### src/rtl/ram32x8_pkg.sv
// ram32x8 shared constants and types.
// Data memory geometry for the 8-bit datapath.
package ram32x8_pkg;

  localparam int RAM_ADDR_W = 5;
  localparam int RAM_DATA_W = 8;
  localparam int RAM_DEPTH  = 2 ** RAM_ADDR_W;

  typedef logic [RAM_ADDR_W-1:0] addr_t;
  typedef logic [RAM_DATA_W-1:0] data_t;

endpackage

### src/rtl/ram32x8.sv
// ram32x8: resettable flip-flop data memory.
// Synchronous write, combinational read, async clear.
module ram32x8
  import ram32x8_pkg::*;
#(
  parameter int ADDR_W = RAM_ADDR_W,
  parameter int DATA_W = RAM_DATA_W
) (
  input  logic              clk,
  input  logic              rst_n,
  input  logic [ADDR_W-1:0] addr,
  input  logic [DATA_W-1:0] data_in,
  input  logic              we,
  output logic [DATA_W-1:0] data_out
);

  localparam int DEPTH = 2 ** ADDR_W;

  logic [DATA_W-1:0] mem [DEPTH];

  // Clear the whole array on reset; otherwise write one word.
  always_ff @(posedge clk or negedge rst_n) begin
    if (!rst_n) begin
      for (int i = 0; i < DEPTH; i++) begin
        mem[i] <= '0;
      end
    end else if (we) begin
      mem[addr] <= data_in;
    end
  end

  // Reset holds every word at zero, so no extra gating is needed.
  assign data_out = mem[addr];

  // Control inputs must be known whenever a write could occur.
  a_ctrl_known: assert property (
    @(posedge clk) disable iff (!rst_n)
    !$isunknown({we, addr})
  );

endmodule

### config.mk
export PLATFORM = sky130hd
export DESIGN_NAME = ram32x8
export DESIGN_NICKNAME = d
export VERILOG_FILES = /design/src/rtl/ram32x8_pkg.sv /design/src/rtl/ram32x8.sv
export SDC_FILE = /design/constraint.sdc
export NUM_CORES = 1
export LEC_CHECK = 0
export ABC_AREA = 1
export CAP_MARGIN = 40
export CORE_MARGIN = 2
export CORE_UTILIZATION = 60
export CTS_CLUSTER_DIAMETER = 100
export DETAILED_ROUTE_END_ITERATION = 10
export PLACE_DENSITY_LB_ADDON = 0.05
export SYNTH_ARGS = -nofsm -noshare
export SYNTH_HDL_FRONTEND = slang
export SYNTH_SLANG_ARGS = --single-unit
### constraint.sdc
create_clock -name clk -period 3.1 [get_ports clk]
set_input_delay 0.62 -clock clk [delete_from_list [all_inputs] [get_ports clk]]
set_output_delay 0.62 -clock clk [all_outputs]
set_load 0.1 [all_outputs]
==> flow_summary.yaml <==
status:
  status: "completed"
pwr:
  p_total_mw: 9.19
  p_leak_nw: 7.15
  ir_drop_v: 0.000513
  p_per_area_nw_per_um2: 679
yosys:
  synth_area_um2: 12100
  async_reset_ff_share_pct: 100
  ys_warn_count: 0
  yosys-top-cells-area: "dfrtp_1, nand2_1, o21ai_0, o21ai_1, clkbuf_1"
  synth_area_leader_cell: "dfrtp_1"
  avgSynthCellArea_um2: 7.42
  synthCells: 1633
  synth_commonest_cells: "nand2_1, dfrtp_1, o21ai_0"
  synth_top_area_share_pct: 52.8
  yosysSeqAreaShare_pct: 52.8
  synth_cell_types: 18
  synth.most_common_cell: "nand2_1"
  ys_seq_elements: 256
  synth_nets: 1649
  ys_dominant_reg_cell: "dfrtp_1"
  synth_edf_count: 0
clock_network:
  cts_tree: "done"
  clk_latency_ns: 0.53
  htreeDepth: 1
  numCtsBuffers: 27
  cts-root-buf: "clkbuf_16"
  postCtsHoldBufs: 0
  clkSlewWorstSetupHoldPaths_ns: 0.06
  cts.repair.resized: 0
  clock_sinks: 256
  postCtsSetupBuffers: 0
  cts_buffer_depth: 3
route:
  wl_per_cell_um: 16.7
  drtIter0Drc: 849
  dr.pass1.iters: 5
  wirelength_mm: 31.7
  via_per_inst: 5.44
  drc: 0
  ant_nets: 0
  vias: 10336
placed_design:
  gp_congestion: 0.937
  port_buffers: 23
  dp_hpwl_mm: 19.4
  dp_slack_ns: 0.165
  placed_cell_area_um2: 12700
worst_setup_path:
  worstPathRequired_ns: 2.48
  arrival_ns: 2.36
  critical_path.startpoint_type: "primary input"
  path_max_fanout: 11
  endpoint_kind: "output port"
  r2r_cells: 2
  path_class: "in2out"
final_layout:
  finalInstanceArea_um2: 13500
  nets: 1634
  areaGrowthSynthToFinish_pct: 11.7
  diodes: 0
  largest-register: "mem"
  fillers: 1747
  largest_reg_flops: 256
  drive_above_1_share_pct: 7.33
  largestRegisters: "mem (256)"
global_routing:
  grt_use_total_pct: 30.5
  grt_pass1_wl_mm: 52.3
  grt_start_max_net_pins: 87
  gr-total-overflow: 0
  grt_pass1_vias: 9682
  antenna_found_initial: 0
worst_hold_path:
  hold_path.class: "in2async"
sta:
  fin_skew_ns: 0
  setup_slack_ns: 0.124
  hold_viol_final: 0
  min_period_ns: 2.98
  rsz0062_at_grt: "no"
  fmax_mhz: 336
  finalSetupTns_ns: 0
  setup_violations: 0
  maxSlewViolCount: 0
  tightest_slew_ns: 0.718
  holdWs_ns: 0.0838
  max_slew_margin_pct: 52.1
  fin_crit_sh_pct: 96.0
die:
  die_w_um: 146
  num_rows: 51
  initial_core_util_pct: 61.7
  num_io_pins: 24
  die_h_um: 146
  fp.coreArea_um2: 19700
  die_area_um2: 21400
run:
  max-cap-violations: 0
[metrics by stage]
step / util [%] / cells
floorplan: - / 1633
global placement: 64.6 / 1854
detailed placement: 64.6 / 1854
CTS: 68.9 / 1901
global route: 68.9 / 1901
finish: 68.9 / 1901
[kinds of logic (layout without fill, tap and decap cells)]
logic type / count (synthesis) / in the layout / share of synthesized area [%]
buffers and inverters: 124 / 127 / 4.29
AOI/OAI and AO/OA: 257 / 257 / 10.6
DFF: 256 / 256 / 52.8
and+or+nand+nor: 996 / 996 / 32.3
[layer usage]
layer  GRT usage [%]  routed length (um)
met2            47.9               14300
met4            7.86                 762
met1            44.9               14400
met3            4.69                2290
met5               0                   0
[worst paths after layout]
path	start	endpoint	slack, ns
worst max register to register	mem[202]$_DFFE_PN0P_	mem[202]$_DFFE_PN0P_	2.38
worst min-delay path	rst_n	mem[84]$_DFFE_PN0P_	0.08
worst min register to register	mem[212]$_DFFE_PN0P_	mem[212]$_DFFE_PN0P_	0.48
max in group asynchronous	rst_n	mem[1]$_DFFE_PN0P_	2.22
worst max-delay path	addr[2]	data_out[0]	0.12
min in group clk	mem[212]$_DFFE_PN0P_	mem[212]$_DFFE_PN0P_	0.48
[report_power, final]
group	switching, mW	internal, mW	total (mW)
Combinational	1.12	0.646	1.77
Sequential	0.333	3.98	4.32
Clock	1.30	1.81	3.11
Total	2.75	6.44	9.19
[cells in the final DEF, fill, tap and decap left out, drive strengths merged, types with 2 or more instances in the layout]
cell and count:
clkbuf 38, nor4 2, nand2 933, nand3 2, a21oi 31, nor3 7
clkdlybuf4s50 12, buf 50, bufinv 2, clkinv 6, inv 18, o21ai 226
dfrtp 256, nor2 51
[worst max-delay path, cell delays in order]
cell	delay (ns)
clkdlybuf4s50_1	0.64
inv_2	0.15
nor3_2	0.14
buf_4	0.22
nand2_1	0.07
nand2_1	0.08
nor2_1	0.05
nand2_1	0.17
buf_12	0.21
[layout make-up]
class / count / area [um2] / area share (%)
clock inverters: 9 / 97.6 / 0.721
repair buffers: 62 / 701 / 5.18
flip-flops and latches: 256 / 6410 / 47.3
multi-input cells: 1253 / 5200 / 38.4
inverters: 18 / 70.1 / 0.518
well taps: 265 / 332 / 2.45
clock buffers: 38 / 737 / 5.44
Power figures use the tool's default switching activity.
